==> src/rtl/fault_pkg.sv <==
//------------------------------------------------------------------------------
// fault_pkg : shared types and default sizing for the stuck-at fault campaign
// Revision  : 1.0
//------------------------------------------------------------------------------
`default_nettype none

package fault_pkg;

  localparam int c_NFAULTS = 64;
  localparam int c_FW      = 6;
  localparam int c_VW      = 8;
  localparam int c_OW      = 8;
  localparam int c_LAT     = 2;

  typedef enum logic [2:0] {
    ST_IDLE   = 3'd0,
    ST_ARM    = 3'd1,
    ST_RUN    = 3'd2,
    ST_DRAIN  = 3'd3,
    ST_REPORT = 3'd4,
    ST_FINISH = 3'd5
  } state_e;

  typedef logic [c_FW-1:0] fault_idx_t;

endpackage

`default_nettype wire

==> src/rtl/fault_campaign_seq_cmp_pipe.sv <==
//------------------------------------------------------------------------------
// cmp_pipe : LAT-deep valid line aligned to the instance latency, plus the
//            sticky golden-vs-faulted mismatch flag
// Revision : 1.0
//------------------------------------------------------------------------------
`default_nettype none

module cmp_pipe
  import fault_pkg::*;
#(
  parameter int OW  = c_OW,
  parameter int LAT = c_LAT
) (
  input  logic          clk,
  input  logic          rst,
  input  logic          clear_i,
  input  logic          push_i,
  input  logic [OW-1:0] dut_i,
  input  logic [OW-1:0] gold_i,
  output logic          flag_o,
  output logic          flag_next_o
);

  logic [LAT-1:0] line_q;
  logic [LAT-1:0] line_d;
  logic           flag_q;
  logic           w_hit;

  generate
    if (LAT == 1) begin : g_lat_one
      assign line_d = push_i;
    end else begin : g_lat_multi
      assign line_d = {line_q[LAT-2:0], push_i};
    end
  endgenerate

  // Only entries that were pushed during RUN carry a meaningful compare.
  assign w_hit       = line_q[LAT-1] && (dut_i != gold_i);
  assign flag_next_o = flag_q | w_hit;
  assign flag_o      = flag_q;

  always_ff @(posedge clk) begin
    if (rst || clear_i) begin
      line_q <= '0;
      flag_q <= 1'b0;
    end else begin
      line_q <= line_d;
      flag_q <= flag_next_o;
    end
  end

endmodule

`default_nettype wire

==> src/rtl/fault_campaign_seq.sv <==
//------------------------------------------------------------------------------
// fault_campaign_seq : walks every stuck-at site, sweeps all stimulus vectors
//                      and reports per-fault detection plus running totals
// Revision           : 1.0
//------------------------------------------------------------------------------
`default_nettype none

module fault_campaign_seq
  import fault_pkg::*;
#(
  parameter int NFAULTS = c_NFAULTS,
  parameter int FW      = c_FW,
  parameter int VW      = c_VW,
  parameter int OW      = c_OW,
  parameter int LAT     = c_LAT
) (
  input  logic          clk,
  input  logic          rst,
  input  logic          start,
  output logic          busy,
  output logic          done,
  output logic [FW-1:0] fault_sel,
  output logic          fault_en,
  output logic [VW-1:0] vec,
  input  logic [OW-1:0] dut_out,
  input  logic [OW-1:0] gold_out,
  output logic          det_valid,
  output logic [FW-1:0] det_idx,
  output logic          det_hit,
  output logic [FW:0]   det_cnt,
  output logic [FW:0]   und_cnt
);

  localparam int            c_DW          = (LAT > 1) ? $clog2(LAT) : 1;
  localparam logic [c_DW-1:0] c_DRAIN_LAST = c_DW'(LAT - 1);
  localparam logic [VW-1:0] c_VEC_LAST    = {VW{1'b1}};
  localparam logic [FW-1:0] c_LAST_FAULT  = FW'(NFAULTS - 1);
  localparam logic [FW:0]   c_CNT_MAX     = (FW+1)'(NFAULTS);

  state_e          state_q;
  logic [c_DW-1:0] drain_q;
  logic            busy_q;
  logic            done_q;
  logic [FW-1:0]   fault_sel_q;
  logic            fault_en_q;
  logic [VW-1:0]   vec_q;
  logic            det_valid_q;
  logic [FW-1:0]   det_idx_q;
  logic            det_hit_q;
  logic [FW:0]     det_cnt_q;
  logic [FW:0]     und_cnt_q;

  logic            w_push;
  logic            w_clear;
  logic            w_flag;
  logic            w_flag_next;

  assign w_push  = (state_q == ST_RUN);
  assign w_clear = (state_q == ST_ARM);

  cmp_pipe #(
    .OW  (OW),
    .LAT (LAT)
  ) u_cmp_pipe (
    .clk         (clk),
    .rst         (rst),
    .clear_i     (w_clear),
    .push_i      (w_push),
    .dut_i       (dut_out),
    .gold_i      (gold_out),
    .flag_o      (w_flag),
    .flag_next_o (w_flag_next)
  );

  always_ff @(posedge clk) begin
    if (rst) begin
      state_q     <= ST_IDLE;
      drain_q     <= '0;
      busy_q      <= 1'b0;
      done_q      <= 1'b0;
      fault_sel_q <= '0;
      fault_en_q  <= 1'b0;
      vec_q       <= '0;
      det_valid_q <= 1'b0;
      det_idx_q   <= '0;
      det_hit_q   <= 1'b0;
      det_cnt_q   <= '0;
      und_cnt_q   <= '0;
    end else begin
      det_valid_q <= 1'b0;
      done_q      <= 1'b0;
      case (state_q)
        ST_IDLE: begin
          if (start) begin
            fault_sel_q <= '0;
            det_cnt_q   <= '0;
            und_cnt_q   <= '0;
            busy_q      <= 1'b1;
            fault_en_q  <= 1'b1;
            vec_q       <= '0;
            state_q     <= ST_ARM;
          end
        end
        ST_ARM: begin
          state_q <= ST_RUN;
        end
        ST_RUN: begin
          // The registered flag means a mismatch is already known; stop sweeping.
          if (vec_q == c_VEC_LAST || w_flag) begin
            drain_q <= '0;
            state_q <= ST_DRAIN;
          end else begin
            vec_q <= vec_q + 1'b1;
          end
        end
        ST_DRAIN: begin
          if (drain_q == c_DRAIN_LAST) begin
            fault_en_q  <= 1'b0;
            det_valid_q <= 1'b1;
            det_idx_q   <= fault_sel_q;
            det_hit_q   <= w_flag_next;
            if (w_flag_next) begin
              if (det_cnt_q < c_CNT_MAX) det_cnt_q <= det_cnt_q + 1'b1;
            end else begin
              if (und_cnt_q < c_CNT_MAX) und_cnt_q <= und_cnt_q + 1'b1;
            end
            state_q <= ST_REPORT;
          end else begin
            drain_q <= drain_q + 1'b1;
          end
        end
        ST_REPORT: begin
          if (fault_sel_q == c_LAST_FAULT) begin
            done_q  <= 1'b1;
            state_q <= ST_FINISH;
          end else begin
            fault_sel_q <= fault_sel_q + 1'b1;
            fault_en_q  <= 1'b1;
            vec_q       <= '0;
            state_q     <= ST_ARM;
          end
        end
        ST_FINISH: begin
          busy_q  <= 1'b0;
          state_q <= ST_IDLE;
        end
        default: begin
          state_q <= ST_IDLE;
        end
      endcase
    end
  end

  assign busy      = busy_q;
  assign done      = done_q;
  assign fault_sel = fault_sel_q;
  assign fault_en  = fault_en_q;
  assign vec       = vec_q;
  assign det_valid = det_valid_q;
  assign det_idx   = det_idx_q;
  assign det_hit   = det_hit_q;
  assign det_cnt   = det_cnt_q;
  assign und_cnt   = und_cnt_q;

endmodule

`default_nettype wire
==> config.mk <==
export PLATFORM = sky130hd
export DESIGN_NAME = fault_campaign_seq
export DESIGN_NICKNAME = d
export VERILOG_FILES = /design/src/rtl/fault_pkg.sv /design/src/rtl/fault_campaign_seq_cmp_pipe.sv /design/src/rtl/fault_campaign_seq.sv
export SDC_FILE = /design/constraint.sdc
export NUM_CORES = 1
export LEC_CHECK = 0
export ABC_AREA = 0
export ABC_CLOCK_PERIOD_IN_PS = 4560
export BUFFER_PORTS_ARGS = -buffer_cell sky130_fd_sc_hd__buf_2
export CORE_MARGIN = 2
export CORE_UTILIZATION = 57
export DETAILED_ROUTE_END_ITERATION = 10
export PLACE_DENSITY = 0.95
export SLEW_MARGIN = 20
export SYNTH_ARGS = -nofsm -noshare
export SYNTH_HDL_FRONTEND = slang
export SYNTH_SLANG_ARGS = --single-unit
==> constraint.sdc <==
create_clock -name clk -period 4.56 [get_ports clk]
set_clock_uncertainty 0.2 [all_clocks]
set_input_delay 0.228 -clock clk [delete_from_list [all_inputs] [get_ports clk]]
set_output_delay 0.228 -clock clk [all_outputs]
set_load 0.02 [all_outputs]
==> flow_metrics.env, run 1 <==
export IMPL_path_max_fanout=8
export IMPL_synthFlopType="dfxtp_1"
export IMPL_maxSlewHeadroom_pct=54.6
export IMPL_cp_top_family="simple AND/OR/NAND/NOR gates"
export IMPL_p_total_mw=0.734
export IMPL_h_tree_depth=2
export IMPL_numCtsBuffers=5
export IMPL_synth_cells=278
export IMPL_final_max_slew_viol_count=0
export IMPL_drtIter0Drc=174
export IMPL_yosysUniqueCellTypes=50
export IMPL_hold_ws_ns=0.139
export IMPL_rsz0062_at_grt="no"
export IMPL_syn_area_sq_um=2310
export IMPL_firstDrtPassIters=4
export IMPL_grt_pass1_vias=1991
export IMPL_setup_viol=0
export IMPL_synth_top_area_share_pct=39.8
export IMPL_cts_root_buf="clkbuf_8"
export IMPL_post_drt_via_cell_ratio=5.89
export IMPL_drv_cap=0
export IMPL_hp_class="in2reg"
export IMPL_post_route_util_pct=68.3
export IMPL_syn_nets=301
export IMPL_clockBufferDepth=2
export IMPL_worst_pin_slew_ns=0.679
export IMPL_drive_gt1_share_pct=21.9
export IMPL_die_y_um=67.7
export IMPL_pre_cts_slack_ns=2.38
export IMPL_synthTopCellsByCount="46 x dfxtp_1, 34 x nand2_1, 29 x nor2_1, 24 x a21oi_1, 11 x o21ai_0"
export IMPL_grt_max_degree=31
export IMPL_ioPinCount=58
export IMPL_post_cts_setup_buffers=0
export IMPL_drc_errors=0
export IMPL_yosysMostFrequentCell="dfxtp_1"
export IMPL_synth_enable_flop_cells=0
export IMPL_status="complete, no violations"
export IMPL_ctsHoldBuffers=0
export IMPL_nFillCells=324
export IMPL_fin_crit_ns=2.26
export IMPL_cts_resized_gates=0
export IMPL_start_kind="flop"
export IMPL_routedWlPerCell_um=14.0
export IMPL_synth_area_per_cell_sq_um=8.32
export IMPL_die_area_sq_um=4580
export IMPL_portBuffers=57
export IMPL_grt_pass1_wl_um=8570
export IMPL_finalCritPeriodShare_pct=49.5
export IMPL_fin_ws_ns=2.30
export IMPL_numClockSinks=46
export IMPL_cp_data_required_time_ns=4.60
export IMPL_syn_to_final_growth_pct=16.5
export IMPL_hold_viol_final=0
export IMPL_synthAdderAreaFrac_pct=2.16
export IMPL_grt_ovfl_total=0
export IMPL_crit_path_top_delay_cell="a311oi_4"
export IMPL_async_flop_share_pct=0
export IMPL_synth_compound_area_share_pct=20.5
export IMPL_die_x_um=67.7
export IMPL_clk_latency_ns=0.30
export IMPL_synth_xor_xnor_area_share_pct=6.06
export IMPL_start_util_pct=58.6
export IMPL_synth_top_family_by_area="simple AND/OR/NAND/NOR gates"
export IMPL_routed_wl_um=5380
export IMPL_clk_pin_slew_ns=0.08
export IMPL_fin_nets=355
export IMPL_stdcell_count=383
export IMPL_gp_congestion=0.876
export IMPL_synthSimpleGateAreaFrac_pct=27.7
export IMPL_setup_tns_ns=0
export IMPL_path_cells="ha_1 > and2_1 > a311oi_4 > nor2_2 > or3_1 > a21oi_1"
export IMPL_ys_top_cells_by_area="dfxtp_1 40%, nand2_1 5.5%, a21oi_1 5.2%"
export IMPL_place_area_sq_um=2610
export IMPL_grtUsageTotal_pct=24.6
export IMPL_critPathMaxStageDelay_ns=0.50
export IMPL_power_density_nw_per_um2=273
export IMPL_critPathCaptureType="flop"
export IMPL_antenna_found_initial=0
export IMPL_core_sq_um=3940
export IMPL_yosysSeqAreaShare_pct=39.8
export IMPL_max_freq_mhz=443
export IMPL_placed_cells=375
export IMPL_synth_seq_cells=46
export IMPL_yosys_warnings=0
export IMPL_cp_data_arrival_time_ns=2.29
export IMPL_stdcell_area_sq_um=2690
export IMPL_cellLeakagePower_nw=1.11
export IMPL_critPathKind="reg2reg"
export IMPL_peakVddDrop_mv=0.257
export IMPL_synth_top_area_cell="dfxtp_1"
export IMPL_hpwl_um=3800
export IMPL_synth_mux_area_share_pct=0.433
export IMPL_rows=23
export IMPL_cts_tree="yes"
export IMPL_cp_num_buf_inv=0
export IMPL_n_antenna_cell=0
export IMPL_vias=2256
export IMPL_antenna_left=0
report_power, final:
group / internal (mW) / switching (mW)
clock: 0.108 / 0.135
sequential: 0.407 / 0.00942
combinational: 0.0289 / 0.0459
total: 0.544 / 0.190
cell families (layout without fill, tap and decap cells):
logic type | Yosys count | in the layout
DFF | 46 | 46
and+or+nand+nor | 124 | 124
AOI/OAI and AO/OA | 70 | 70
buffers and inverters | 17 | 72
xor gates and xnor gates | 16 | 16
muxes | 1 | 1
adders and majority gates | 4 | 4
metal layers:
| layer | GRT usage, % | part of all wire [%] | vias to the layer above |
|---|---|---|---|
| li1 | - | - | 1118 |
| met1 | 29.0 | 44 | 1060 |
| met2 | 41.4 | 49 | 69 |
| met3 | 7.50 | 5.8 | 9 |
| met4 | 9.95 | 1.1 | 0 |
| met5 | 0 | 0 | - |
path summary, 6_finish.rpt:
kind / start / to / slack [ns] / depth (start not counted)
worst min-delay path: start / busy / 0.14 / 5
worst max register to register: fault_sel[1] / vec[3] / 2.30 / 6
worst min register to register: u_cmp_pipe.line_q[0] / u_cmp_pipe.line_q[1] / 0.24 / 1
worst max-delay path: fault_sel[1] / vec[3] / 2.30 / 6
cell usage in the layout (no fill, tap or decap), types with 3 or more instances in the layout:
cell,instances
or3_1,3
a21oi_1,24
nor2b_1,4
ha_1,4
o2111ai_1,3
buf_2,57
nor3_1,6
dfxtp_1,46
a31oi_1,3
inv_1,7
o21a_1,3
nand4_1,10
o211ai_1,6
nand2_1,34
and2_1,3
clkbuf_8,5
nand3_1,10
xor2_1,8
o21ai_0,11
and3_1,8
nor2_1,29
xnor2_1,8
cell type report:
type / instances / area, sq um / share of cell area, %
well taps: 50 / 62.6 / 2.32
clock buffers: 6 / 72.6 / 2.69
clock inverters: 2 / 13.8 / 0.511
flip-flops and latches: 46 / 921 / 34.2
repair buffers: 57 / 285 / 10.6
multi-input cells: 215 / 1310 / 48.7
inverters: 7 / 26.3 / 0.975
tightest hold or removal path: stages:
cell and delay (ns):
buf_2 0.12, a21oi_1 0.07, nor2_1 0.08, a21oi_1 0.05, nor2_1 0.07
registers in the layout, indices dropped and copies added (netlist names):
| name | flops |
|---|---|
| det_idx | 6 |
| det_valid | 1 |
| fault_sel | 6 |
| u_cmp_pipe.line_q | 2 |
| det_hit | 1 |
| vec | 8 |
| det_cnt | 7 |
| state_q | 3 |
| u_cmp_pipe.flag_o | 1 |
| fault_en | 1 |
| done | 1 |
| drain_q | 1 |
| busy | 1 |
| und_cnt | 7 |
No activity file was read; power rests on OpenSTA's default activity.
==> run 2: changes to the inputs <==
--- a/config.mk
+++ b/config.mk
@@ -6,12 +6,12 @@
 export NUM_CORES = 1
 export LEC_CHECK = 0
 export ABC_AREA = 0
-export ABC_CLOCK_PERIOD_IN_PS = 4560
+export ABC_CLOCK_PERIOD_IN_PS = 1900
 export BUFFER_PORTS_ARGS = -buffer_cell sky130_fd_sc_hd__buf_2
 export CORE_MARGIN = 2
-export CORE_UTILIZATION = 57
+export CORE_UTILIZATION = 48
 export DETAILED_ROUTE_END_ITERATION = 10
-export PLACE_DENSITY = 0.95
+export PLACE_DENSITY = 0.88
 export SLEW_MARGIN = 20
 export SYNTH_ARGS = -nofsm -noshare
 export SYNTH_HDL_FRONTEND = slang
==> constraint.sdc (replaced) <==
create_clock -name clk -period 1.9 [get_ports clk]
set_clock_uncertainty 0.2 [all_clocks]
set_input_delay 0.095 -clock clk [delete_from_list [all_inputs] [get_ports clk]]
set_output_delay 0.095 -clock clk [all_outputs]
set_load 0.02 [all_outputs]
==> run 2 against run 1 <==
Worst setup slack lost 2.2 ns. Critical path depth unchanged. Non-clock buffer count increased by 28. Largest power group unchanged. Hold slack got worse by 0.097 ns. Die area increased by 18%. First-iteration DRC count increased by 3.4%. Highest routed layer unchanged. Routed wire length increased by 11%. Core utilization down 5.0 points. Combinational power rose to 3.1 times the previous value.
==> flow_metrics.env, run 2 (same netlist as run 1, synthesis figures left out) <==
export IMPL_largest_register_ff_count=8
export IMPL_h_tree_depth=2
export IMPL_drc_errors=0
export IMPL_pre_cts_slack_ns=0.0174
export IMPL_regToRegSetupSlack_ns=0.10
export IMPL_n_antenna_cell=0
export IMPL_clk_pin_slew_ns=0.09
export IMPL_r2r_start="fault_sel[0]"
export IMPL_multi_input_area_sq_um=1350
export IMPL_stdcell_count=415
export IMPL_p_total_mw=1.84
export IMPL_gp_congestion=0.902
export IMPL_critPathKind="reg2reg"
export IMPL_firstDrtPassIters=4
export IMPL_die_x_um=73.4
export IMPL_cp_data_required_time_ns=1.95
export IMPL_hold_viol_final=0
export IMPL_grt_pass1_wl_um=10000
export IMPL_fin_ws_ns=0.105
export IMPL_syn_to_final_growth_pct=28.5
export IMPL_die_area_sq_um=5390
export IMPL_grt_max_degree=17
export IMPL_routedWlPerCell_um=14.4
export IMPL_final_max_slew_viol_count=0
export IMPL_antenna_left=0
export IMPL_post_drt_via_cell_ratio=5.75
export IMPL_critPathCaptureType="flop"
export IMPL_numClockSinks=46
export IMPL_grt_ovfl_total=0
export IMPL_fin_nets=383
export IMPL_finalCritPeriodShare_pct=94.5
export IMPL_clk_latency_ns=0.31
export IMPL_worst_pin_slew_ns=0.428
export IMPL_vias=2388
export IMPL_path_cells="ha_4 > and2_4 > a311oi_4 > nor2_2 > or3_1 > a21oi_2"
export IMPL_grtUsageTotal_pct=23.4
export IMPL_drtIter0Drc=180
export IMPL_start_kind="flop"
export IMPL_startpoint="fault_sel[0]"
export IMPL_peakVddDrop_mv=0.618
export IMPL_core_sq_um=4690
export IMPL_path_max_fanout=5
export IMPL_status="complete, no violations"
export IMPL_drive_gt1_share_pct=31.3
export IMPL_power_density_nw_per_um2=619
export IMPL_cellLeakagePower_nw=1.26
export IMPL_setup_worst_path_end="vec[7]"
export IMPL_grt_pass1_vias=2281
export IMPL_rows=25
export IMPL_routed_wl_um=5960
export IMPL_ioPinCount=58
export IMPL_setup_tns_ns=0
export IMPL_crit_path_top_delay_cell="dfxtp_4"
export IMPL_clockBufferDepth=2
export IMPL_antenna_found_initial=0
export IMPL_hpwl_um=4330
export IMPL_cts_tree="yes"
export IMPL_critPathMaxStageDelay_ns=0.38
export IMPL_placed_cells=404
export IMPL_cts_root_buf="clkbuf_8"
export IMPL_fin_crit_ns=1.80
export IMPL_reg2reg_to="vec[7]"
export IMPL_portBuffers=57
export IMPL_place_area_sq_um=2830
export IMPL_max_freq_mhz=557
export IMPL_layout_common_cells="57 x buf_2, 41 x dfxtp_1, 34 x nand2_1"
export IMPL_nFillCells=424
export IMPL_setup_viol=0
export IMPL_regArea_sq_um=935
export IMPL_numCtsBuffers=5
export IMPL_cp_data_arrival_time_ns=1.85
export IMPL_hp_class="in2reg"
export IMPL_final_common_cell="buf_2"
export IMPL_die_y_um=73.4
export IMPL_rr_worst_depth=6
export IMPL_stdcell_area_sq_um=2970
export IMPL_drv_cap=0
export IMPL_maxSlewHeadroom_pct=71.2
export IMPL_start_util_pct=49.3
## run 2: how the worst min path moves through the flow
stage                     cells after the start  slack (ns)            startpoint                    to
after floorplan                               1      -0.008                   rst             det_valid
after global placement                        1        0.22  u_cmp_pipe.line_q[0]  u_cmp_pipe.line_q[1]
after detailed placement                      1        0.23  u_cmp_pipe.line_q[0]  u_cmp_pipe.line_q[1]
after CTS                                     3       0.001                 start            state_q[0]
after global routing                          3        0.05                 start            state_q[0]
final                                         3        0.04                 start            state_q[0]
## run 2: area by class of cell
class	count	share of cell area, %
multi-input cells	215	45.5
flip-flops and latches	46	31.5
repair buffers	85	16.9
clock buffers	5	2.32
well taps	54	2.27
inverters	7	0.885
clock inverters	3	0.716
## run 2: power by group
part / internal [mW] / leakage (nW) / switching, mW
Clock: 0.259 / 0.0441 / 0.357
Sequential: 0.974 / 0.375 / 0.0203
Combinational: 0.102 / 0.837 / 0.128
## run 2: worst max-delay path: cells and delay by family, from the launching register on
family	cells	cell delay, ns
AND/OR/NAND/NOR	3	0.62
flip-flops	1	0.38
AO/OA/AOI/OAI	2	0.38
adder cells (fa/ha/maj)	1	0.16
## run 2: timing repair
item	CTS	global route
setup buffers	0	2
resized for setup	2	7
hold buffers	1	0
setup endpoints to repair	6	11
pin swaps	0	1
cloned	0	0
endpoints found under the hold margin	8	0
## run 2: per-stage QoR
stage	utilization, %	hold WS (ns)
global placement	60.3	0.225
detailed placement	60.3	0.226
finish	63.3	0.0422
floorplan	-	-0.00824
CTS	62.5	0.00143
global route	63.3	0.0478
## run 2: metal layers
| layer | up-vias | GRT usage, % | part of all wire [%] |
|---|---|---|---|
| li1 | 1178 | - | - |
| met1 | 1106 | 28.9 | 42 |
| met2 | 86 | 39.4 | 50 |
| met3 | 18 | 4.94 | 5.7 |
| met4 | 0 | 9.70 | 2.6 |
| met5 | - | 0 | 0 |
